===== src/rtl/ram_access_arbiter_pkg.sv =====
`default_nettype none
// ============================================================================
// Module : ram_access_arbiter_pkg
// Brief  : Shared state encoding and requester indices for the RAM arbiter.
// Rev    : 1.0
// ============================================================================
package ram_access_arbiter_pkg;

    localparam int NUM_REQ   = 3;
    localparam int REQ_INIT  = 0;
    localparam int REQ_TRANS = 1;
    localparam int REQ_DISP  = 2;

    typedef enum logic [1:0] {
        ST_IDLE   = 2'd0,
        ST_ACCESS = 2'd1,
        ST_WAIT   = 2'd2,
        ST_HOLD   = 2'd3
    } state_e;

endpackage
`default_nettype wire


===== src/rtl/ram_access_arbiter_rr_pick2.sv =====
`default_nettype none
// ============================================================================
// Module : rr_pick2
// Brief  : Fixed top priority for requester 0, round-robin between 1 and 2.
// Rev    : 1.0
// ============================================================================
module rr_pick2
    import ram_access_arbiter_pkg::*;
(
    input  logic [NUM_REQ-1:0] req_i,
    input  logic               rr_last_i,   // 1: requester 1 won the last 1/2 contest
    output logic [NUM_REQ-1:0] winner_o
);

    always_comb begin
        winner_o = '0;
        if (req_i[REQ_INIT]) begin
            winner_o[REQ_INIT] = 1'b1;
        end else if (req_i[REQ_TRANS] && req_i[REQ_DISP]) begin
            if (rr_last_i) begin
                winner_o[REQ_DISP] = 1'b1;
            end else begin
                winner_o[REQ_TRANS] = 1'b1;
            end
        end else if (req_i[REQ_TRANS]) begin
            winner_o[REQ_TRANS] = 1'b1;
        end else if (req_i[REQ_DISP]) begin
            winner_o[REQ_DISP] = 1'b1;
        end
    end

endmodule
`default_nettype wire


===== src/rtl/ram_access_arbiter.sv =====
`default_nettype none
// ============================================================================
// Module : ram_access_arbiter
// Brief  : Three-way req/ack arbiter owning the single-port account RAM bus.
// Rev    : 1.0
// ============================================================================
module ram_access_arbiter
    import ram_access_arbiter_pkg::*;
#(
    parameter int ADDR_W   = 1,
    parameter int DATA_W   = 48,
    parameter int RD_LAT   = 1,
    parameter int LOCK_MAX = 15
) (
    input  logic                        clock,
    input  logic                        resetn,
    input  logic [NUM_REQ-1:0]          req,
    input  logic [NUM_REQ-1:0]          req_wren,
    input  logic [NUM_REQ-1:0]          req_lock,
    input  logic [NUM_REQ*ADDR_W-1:0]   req_addr,
    input  logic [NUM_REQ*DATA_W-1:0]   req_wdata,
    output logic [NUM_REQ-1:0]          grant,
    output logic [NUM_REQ-1:0]          ack,
    output logic [DATA_W-1:0]           rdata,
    output logic [ADDR_W-1:0]           ram_addr,
    output logic [DATA_W-1:0]           ram_wdata,
    output logic                        ram_wren,
    input  logic [DATA_W-1:0]           ram_q
);

    localparam int LAT_W = (RD_LAT < 2) ? 1 : $clog2(RD_LAT + 1);
    localparam int LCK_W = $clog2(LOCK_MAX + 1);
    localparam logic [LAT_W-1:0] LAT_ONE   = LAT_W'(1);
    localparam logic [LAT_W-1:0] LAT_LAST  = LAT_W'(RD_LAT - 1);
    localparam logic [LCK_W-1:0] LOCK_LAST = LCK_W'(LOCK_MAX - 1);

    state_e               state_q, state_d;
    logic [NUM_REQ-1:0]   grant_q, grant_d;
    logic [NUM_REQ-1:0]   ack_q, ack_d;
    logic [DATA_W-1:0]    rdata_q, rdata_d;
    logic [ADDR_W-1:0]    ram_addr_q, ram_addr_d;
    logic [DATA_W-1:0]    ram_wdata_q, ram_wdata_d;
    logic                 ram_wren_q, ram_wren_d;
    logic                 rr_last_q, rr_last_d;
    logic [LCK_W-1:0]     lock_cnt_q, lock_cnt_d;
    logic [LAT_W-1:0]     lat_cnt_q, lat_cnt_d;

    logic [NUM_REQ-1:0]   w_winner;
    logic [NUM_REQ-1:0]   w_sel;
    logic [ADDR_W-1:0]    w_sel_addr;
    logic [DATA_W-1:0]    w_sel_wdata;
    logic                 w_sel_wren;
    logic                 w_own_req;
    logic                 w_own_lock;
    logic                 w_complete;

    rr_pick2 u_rr_pick2 (
        .req_i     (req),
        .rr_last_i (rr_last_q),
        .winner_o  (w_winner)
    );

    // In HOLD the current owner is re-served without arbitration.
    assign w_sel      = (state_q == ST_HOLD) ? grant_q : w_winner;
    assign w_own_req  = |(req & grant_q);
    assign w_own_lock = |(req_lock & grant_q);

    always_comb begin
        w_sel_addr  = '0;
        w_sel_wdata = '0;
        w_sel_wren  = 1'b0;
        for (int i = 0; i < NUM_REQ; i++) begin
            if (w_sel[i]) begin
                w_sel_addr  = req_addr[i*ADDR_W +: ADDR_W];
                w_sel_wdata = req_wdata[i*DATA_W +: DATA_W];
                w_sel_wren  = req_wren[i];
            end
        end
    end

    always_comb begin
        state_d     = state_q;
        grant_d     = grant_q;
        ack_d       = '0;
        rdata_d     = rdata_q;
        ram_addr_d  = ram_addr_q;
        ram_wdata_d = ram_wdata_q;
        ram_wren_d  = 1'b0;
        rr_last_d   = rr_last_q;
        lock_cnt_d  = lock_cnt_q;
        lat_cnt_d   = lat_cnt_q;
        w_complete  = 1'b0;

        case (state_q)
            ST_IDLE: begin
                if (|req) begin
                    grant_d     = w_winner;
                    ram_addr_d  = w_sel_addr;
                    ram_wdata_d = w_sel_wdata;
                    ram_wren_d  = w_sel_wren;
                    state_d     = ST_ACCESS;
                    if (w_winner[REQ_TRANS]) begin
                        rr_last_d = 1'b1;
                    end else if (w_winner[REQ_DISP]) begin
                        rr_last_d = 1'b0;
                    end
                end
            end
            ST_ACCESS: begin
                if (ram_wren_q) begin
                    w_complete = 1'b1;
                end else if (RD_LAT == 1) begin
                    w_complete = 1'b1;
                    rdata_d    = ram_q;
                end else begin
                    state_d   = ST_WAIT;
                    lat_cnt_d = LAT_ONE;
                end
            end
            ST_WAIT: begin
                if (lat_cnt_q == LAT_LAST) begin
                    w_complete = 1'b1;
                    rdata_d    = ram_q;
                end else begin
                    lat_cnt_d = lat_cnt_q + 1'b1;
                end
            end
            ST_HOLD: begin
                if (w_own_req) begin
                    ram_addr_d  = w_sel_addr;
                    ram_wdata_d = w_sel_wdata;
                    ram_wren_d  = w_sel_wren;
                    lock_cnt_d  = '0;
                    state_d     = ST_ACCESS;
                end else if (!w_own_lock || (lock_cnt_q == LOCK_LAST)) begin
                    grant_d    = '0;
                    lock_cnt_d = '0;
                    state_d    = ST_IDLE;
                end else begin
                    lock_cnt_d = lock_cnt_q + 1'b1;
                end
            end
            default: begin
                grant_d = '0;
                state_d = ST_IDLE;
            end
        endcase

        // Lock is judged at completion so an RMW owner can decide per access.
        if (w_complete) begin
            ack_d      = grant_q;
            lock_cnt_d = '0;
            if (w_own_lock) begin
                state_d = ST_HOLD;
            end else begin
                grant_d = '0;
                state_d = ST_IDLE;
            end
        end
    end

    always_ff @(posedge clock or negedge resetn) begin
        if (!resetn) begin
            state_q     <= ST_IDLE;
            grant_q     <= '0;
            ack_q       <= '0;
            rdata_q     <= '0;
            ram_addr_q  <= '0;
            ram_wdata_q <= '0;
            ram_wren_q  <= 1'b0;
            rr_last_q   <= 1'b0;
            lock_cnt_q  <= '0;
            lat_cnt_q   <= '0;
        end else begin
            state_q     <= state_d;
            grant_q     <= grant_d;
            ack_q       <= ack_d;
            rdata_q     <= rdata_d;
            ram_addr_q  <= ram_addr_d;
            ram_wdata_q <= ram_wdata_d;
            ram_wren_q  <= ram_wren_d;
            rr_last_q   <= rr_last_d;
            lock_cnt_q  <= lock_cnt_d;
            lat_cnt_q   <= lat_cnt_d;
        end
    end

    assign grant     = grant_q;
    assign ack       = ack_q;
    assign rdata     = rdata_q;
    assign ram_addr  = ram_addr_q;
    assign ram_wdata = ram_wdata_q;
    assign ram_wren  = ram_wren_q;

endmodule
`default_nettype wire

===== config.mk =====
export PLATFORM = sky130hd
export DESIGN_NAME = ram_access_arbiter
export DESIGN_NICKNAME = d
export VERILOG_FILES = /design/src/rtl/ram_access_arbiter_pkg.sv /design/src/rtl/ram_access_arbiter_rr_pick2.sv /design/src/rtl/ram_access_arbiter.sv
export SDC_FILE = /design/constraint.sdc
export NUM_CORES = 1
export LEC_CHECK = 0
export CORE_AREA = 2 2 119 121
export CTS_BUF_LIST = sky130_fd_sc_hd__clkbuf_2
export DETAILED_ROUTE_END_ITERATION = 8
export DIE_AREA = 0 0 121 123
export PLACE_DENSITY = 0.83
export SYNTH_ARGS = -nofsm -noshare
export SYNTH_HDL_FRONTEND = slang
export SYNTH_SLANG_ARGS = --single-unit

===== constraint.sdc =====
create_clock -name clock -period 5.7 [get_ports clock]
set_input_delay 1.14 -clock clock [delete_from_list [all_inputs] [get_ports clock]]
set_output_delay 1.14 -clock clock [all_outputs]
set_load 0.02 [all_outputs]

==> key figures, run 1 <==
Min path
  • Type of the most critical hold path: in2async

Clock network
  • CTS Buf Count: 9
  • CTS-repair resized insts: 0
  • Later-pin clock latency in the skew report: approximately 0.61 ns
  • # clock sinks: roughly 110
  • CTS Root Cell: clkbuf_2
  • CTS H-tree depth: 3
  • CTS tree: done
  • Setup bufs post-CTS: 0
  • Reg clk slew, reported paths: 0.35 ns
  • Hold Buf Count CTS: 0
  • Clock Tree Buf Depth: 2

Logic synthesis
  • Post-synth EDFFs: 0
  • Register area share after synthesis: a little over half
  • Yosys synthesis warning count: 0
  • Most common library cells after synthesis: 111 x dfrtp_1, 54 x nor2_1, 51 x a22oi_1, 51 x nor3_1, 48 x mux2_2
  • Synth top area share: between 50% and 60%
  • Post-synthesis cell type count: 43
  • Post-Syn Area: around 5300 µm²
  • Syn Nets: 690
  • Ys flop type: dfrtp_1
  • Area leader, netlist: dfrtp_1
  • Async S/R FF share, synth: 100%
  • Syn avg cell area: around 11 µm²
  • Cells after synthesis: around 480
  • Yosys reg bits: 111
  • Area contributors post-synth: dfrtp_1 53%, mux2_2 10%, a22oi_1 7.2%, a211oi_1 5.5%, nor3_1 4.8%
  • Most numerous cell in the Yosys netlist: dfrtp_1

Run
  • Max Cap Violations: 0

Setup path
  • Startpoint Class: input pin
  • FF-to-FF End: ram_wdata[29]$_DFFE_PN0P_
  • Setup crit end kind: flop
  • Worst Path Max Fanout: between 40 and 50
  • Crit path DAT: 3.84 ns
  • Crit path kind: in2reg
  • Crit path required time: slightly above 6 ns
  • R2R Path Start: state_q[1]$_DFFE_PN0P_
  • Reg2Reg Setup Slack: 2.63 ns
  • R2R cell count: 6

Place
  • Place WS: between 1.5 and 2 ns
  • I/O Buffers: 309
  • Routability Congestion: ~0.88
  • Placed cell areas: between 8000 and 9000 µm²
  • HPWL after DPL: roughly 13 mm

Timing
  • Final setup fails: 0
  • Final Max Slew Viols: 0
  • Endpoints failing hold: 0
  • Worst Setup Slack, final: about 2.4 ns
  • Fmax achieved: around 0.30 GHz
  • Tcrit/Tclk final: 58.5%
  • RSZ-0062 raised after global routing: false
  • Setup TNS: 0 ns
  • Measured slew at the worst slew-check pin: around 1.1 ns
  • Slew HR: about a quarter
  • Final min period: 3.34 ns
  • Clk_skew: ~0.058 ns
  • Worst hold margin: around 0.46 ns

Floorplan
  • Die Area: ~15000 µm²
  • DIE WIDTH: approximately 120 µm
  • Initial Util: 38.8%
  • Io pins: 310
  • Overall die height: around 120 µm
  • FP Rows: 43
  • Core Area: 13600 µm²

Power
  • PD cells: roughly 540 nW/µm²
  • Worst IR Drop VDD: 0.000259 V
  • Leak: about 0.0034 µW

GRT
  • Gr usage total: roughly 23%
  • Largest net degree at the start of global routing: 65
  • First-pass GRT wire length: around 27 mm
  • Grt total ovfl: 0
  • Vias in the first global route: between 5000 and 6000
  • Initial antenna violation count: 0

Status
  • Outcome: complete, no violations

Layout
  • Design Area, Final: roughly 8700 µm²
  • Antenna diodes: 0
  • Layout Nets: just under 1000
  • Fraction of layout cells with a size suffix above 1: about an eighth
  • P&R area growth vs syn: 64.1%

Drt
  • WL final: between 15 and 20 mm
  • # DRC: 0
  • Via density: about 5.4
  • First drt pass iteration count: 4
  • Total number of vias: 5134
  • Starting DRT DRC Count: about 400
  • Routed Antenna Nets: 0
  • Routed wire length per instance: roughly 18 µm
-- cells by family after synthesis --
group	after synthesis	synth area share (%)
AO/OA/AOI/OAI	132	19.9
AND/OR/NAND/NOR	130	11.3
flip-flops	111	52.5
multiplexers	49	10.4
buffers and inverters	48	4.19
adder cells (fa/ha/maj)	7	1.66
-- worst max-delay path by stage --
| stage | start | to | slack (ns) | cells past startpoint |
|---|---|---|---|---|
| after floorplan | req[2] | ram_wdata[10]$_DFFE_PN0P_ | 3.09 | 7 |
| after global placement | req[2] | ram_wdata[28]$_DFFE_PN0P_ | 1.85 | 5 |
| after detailed placement | req[2] | ram_wdata[26]$_DFFE_PN0P_ | 1.72 | 5 |
| after CTS | req[2] | ram_wdata[27]$_DFFE_PN0P_ | 2.44 | 5 |
| after global routing | req[2] | ram_wdata[22]$_DFFE_PN0P_ | 2.20 | 5 |
| final | req[2] | ram_wdata[34]$_DFFE_PN0P_ | 2.36 | 5 |
-- critical path, stage by stage --
cell and delay, ns:
clkdlybuf4s50_1 0.60, a222oi_1 0.76, a221o_2 0.97, nor3_1 0.10, a211oi_1 0.22
-- placed cells by master, fill, tap and decap left out, types with 2 or more instances in the layout --
master,count
clkdlybuf4s50_1,308
dfrtp_1,111
nor2_1,54
a22oi_1,51
nor3_1,51
mux2_2,48
a211oi_1,39
nand2_1,10
a211oi_2,10
inv_1,9
clkbuf_2,9
buf_4,8
ha_1,7
a31oi_1,5
a21oi_1,4
a21o_1,3
o21ai_0,2
a222oi_1,2
nand3_1,2
nand3b_1,2
nand2b_1,2
a22o_1,2
and2_1,2
nor2b_1,2
a221oi_4,2
inv_8,2
inv_6,2
-- flip-flops by register name, indices dropped and copies added, names as in the netlist --
register,flops
lock_cnt_q,4
ram_wdata,48
rdata,48
grant,3
ack,3
ram_addr,1
rr_last_q,1
ram_wren,1
state_q,2
-- per-stage QoR --
step | util [%] | total power [µW] | std cells
detailed placement | 62.8 | 4320 | 934
floorplan | - | 3070 | 477
global route | 63.7 | 4970 | 950
global placement | 62.8 | 4210 | 934
finish | 63.7 | 4680 | 950
CTS | 63.7 | 4720 | 950
-- per-layer routing --
metal / wire, µm / vias up / GRT usage (%)
li1: - / 2360 / -
met1: 6920 / 2470 / 27.2
met2: 8610 / 275 / 40.3
met3: 1600 / 29 / 6.32
met4: 395 / 0 / 8.65
met5: 0 / - / 0
-- area by class of cell --
class                      instances  area, µm²
clock buffer                       9       45.0
tap                              180        225
clock inverter                     7       86.3
fill                            1080       4930
timing repair buffer             316       3140
inverter                           9       33.8
multi-input combinational        318       2370
sequential                       111       2780
-- where the power goes --
group | switching [µW] | leakage (µW) | internal [µW]
Sequential | 228 | 0.00131 | 1180
Clock | 282 | 0.0000769 | 113
Combinational | 1500 | 0.00198 | 1370
Total | 2010 | 0.00337 | 2660
Power figures use the tool's default switching activity.
==> run 2, diff against run 1 <==
Settings changed: CORE_AREA 2 2 119 121 to not set, CORE_ASPECT_RATIO set to 0.75, CORE_UTILIZATION set to 39, DIE_AREA 0 0 121 123 to not set.
Clock period 5.7 ns to 3.4 ns, I/O delays scaled along.
==> key figures, run 2 (synthesis results as in run 1) <==
Setup path
  • Crit path DAT: 3.15 ns (-0.69 ns)
  • Crit-path leading delay family: adder cells
  • Worst path cell trace: ha_1 -> inv_1 -> or3_1 -> a221oi_4 -> buf_4 -> a211oi_1
  • Setup crit end kind: flop
  • CP Buf/Inv Count: 2 (+1)
  • Crit path required time: 3.90 ns (-2.30 ns)
  • Crit path kind: reg2reg
  • Worst Path Max Fanout: 23 (-53%)
  • CP peak stage delay: 0.65 ns (-0.32 ns)
  • Critical-path top delay cell: ha_1
  • Startpoint Class: flop

Layout
  • Layout Nets: 985 (+0.72%)
  • Most common cell after layout, fill and taps aside: clkdlybuf4s50_1
  • Most frequent cells in the layout: 308 x clkdlybuf4s50_1, 111 x dfrtp_1, 54 x nor2_1
  • Fraction of layout cells with a size suffix above 1: 12.5% (+0.68 points)
  • Finished Core Util: 66.5% (+2.7 points)
  • P&R area growth vs syn: 64.9%
  • Design Area, Final: 8710 µm² (+0.43%)
  • Antenna diodes: 0 (unchanged)

Drt
  • WL final: 17.6 mm (+0.46%)
  • # DRC: 0 (unchanged)
  • Routed wire length per instance: 18.6 µm (+0.78%)
  • Via density: 5.40 (about the same)
  • Total number of vias: 5113 (-0.41%)
  • Routed Antenna Nets: 0 (unchanged)
  • First drt pass iteration count: 5 (+1)
  • Starting DRT DRC Count: 366 (-7.6%)

Clock network
  • CTS Root Cell: clkbuf_2
  • CTS-repair resized insts: 0 (unchanged)
  • CTS tree: done
  • Reg clk slew, reported paths: 0.30 ns (-0.05 ns)
  • CTS Buf Count: 9 (unchanged)
  • Clock Tree Buf Depth: 2 (unchanged)
  • Later-pin clock latency in the skew report: 0.59 ns (-0.02 ns)
  • Hold Buf Count CTS: 0 (unchanged)
  • CTS H-tree depth: 3 (unchanged)
  • # clock sinks: 111 (unchanged)
  • Setup bufs post-CTS: 0 (unchanged)

GRT
  • Gr usage total: 24.5% (+1.4 points)
  • Initial antenna violation count: 0 (unchanged)
  • Largest net degree at the start of global routing: 57 (-12%)
  • First-pass GRT wire length: 26.1 mm (-2.9%)
  • Vias in the first global route: 4935 (-7.5%)
  • Grt total ovfl: 0 (unchanged)

Power
  • Worst IR Drop VDD: 0.000641 V (+150%)
  • Flop pwr share: 30.3% (about the same)
  • PD cells: 895 nW/µm² (+66%)
  • NetSw: 3360 µW (+67%)
  • Switching share of power: 43.0% (about the same)
  • Clock network power share: 7.1% (-1.3 points)
  • P_int: 4450 µW (+67%)
  • Logic pwr share: 62.6% (+1.2 points)
  • Leak: 0.00340 µW (+0.69%)

Timing
  • Final Max Slew Viols: 0 (unchanged)
  • Final setup fails: 0 (unchanged)
  • Endpoints failing hold: 0 (unchanged)
  • Measured slew at the worst slew-check pin: 0.768 ns (-0.348 ns)
  • RSZ-0062 raised after global routing: false
  • Tcrit/Tclk final: 78.0%
  • Setup TNS: 0 ns (unchanged)
  • Final min period: about 2.7 ns
  • Fmax achieved: 0.377 GHz
  • Clk_skew: 0.0300 ns (-0.0275 ns)
  • Worst Setup Slack, final: 0.750 ns (-1.61 ns)
  • Slew HR: 48.8% (+23 points)
  • Worst hold margin: 0.0585 ns (-0.404 ns)

Place
  • HPWL after DPL: 13.3 mm (+1.5%)
  • Place WS: 0.360 ns (-1.36 ns)
  • Placed cell areas: 8610 µm² (+0.78%)
  • Routability Congestion: 0.889 (+1.5%)
  • I/O Buffers: 309 (unchanged)

Status
  • Outcome: complete, no violations

Floorplan
  • Initial Util: 40.3% (+1.5 points)
  • Core Area: 13100 µm² (-3.7%)
  • FP Rows: 36 (-16%)
  • DIE WIDTH: 136 µm (+13%)
  • Die Area: 14000 µm² (-5.7%)
  • Io pins: 310 (unchanged)
  • Overall die height: 103 µm (-16%)

Run
  • Max Cap Violations: 0 (unchanged)

Min path
  • Type of the most critical hold path: in2async
[run 2: cell types whose count changed in the layout (fill, tap and decap cells not counted), sizes merged]
cell,delta
bufinv,-1
buf,+7
clkinvlp,+1
clkinv,+2
inv,-3
[run 2: layout make-up]
cell class / instances / area, µm²
Fill cell: 991 / 4390
Timing Repair Buffer: 323 / 3220
Sequential cell: 111 / 2780
Multi-Input combinational cell: 318 / 2370
Tap cell: 171 / 214
Clock inverter: 6 / 57.6
Clock buffer: 9 / 45.0
Inverter: 9 / 33.8
[run 2: final timing paths]
check                                  startpoint                        end  slack (ns)  cells past startpoint
max                        state_q[0]$_DFFE_PN0P_   ram_wdata[1]$_DFFE_PN0P_        0.75                      6
min                                        resetn      rdata[26]$_DFFE_PN0P_        0.06                      1
max reg2reg                state_q[0]$_DFFE_PN0P_   ram_wdata[1]$_DFFE_PN0P_        0.75                      6
min reg2reg                 rdata[22]$_DFFE_PN0P_      rdata[22]$_DFFE_PN0P_        0.55                      1
max in group asynchronous                  resetn  lock_cnt_q[3]$_DFFE_PN0P_        2.52                      2
min in group clock          rdata[22]$_DFFE_PN0P_      rdata[22]$_DFFE_PN0P_        0.55                      1
[run 2: stage by stage]
step	total power [µW]	std cells
after global placement	7140	932
after detailed placement	7290	932
after global routing	8290	947
after floorplan	5150	477
after CTS	7850	947
final	7800	947
[run 2: power groups by stage]
stage          Sequential, µW  Combinational (µW)  Clock [µW]
6_report                 2370                4880         551
3_3_place_gp             2360                4770           0
3_5_place_dp             2390                4900           0
2_1_floorplan            3110                2050           0
5_1_grt                  2450                5200         631
4_1_cts                  2370                4910         576
[run 2: layer usage]
metal | share of wire (%) | track usage (%) | vias to the layer above | routed length (µm)
met5 | 0 | 0 | - | 0
met4 | 1.5 | 5.64 | 0 | 258
met3 | 8.3 | 7.52 | 23 | 1450
met2 | 50 | 41.6 | 263 | 8780
met1 | 40 | 30.7 | 2462 | 7110
li1 | - | - | 2365 | -
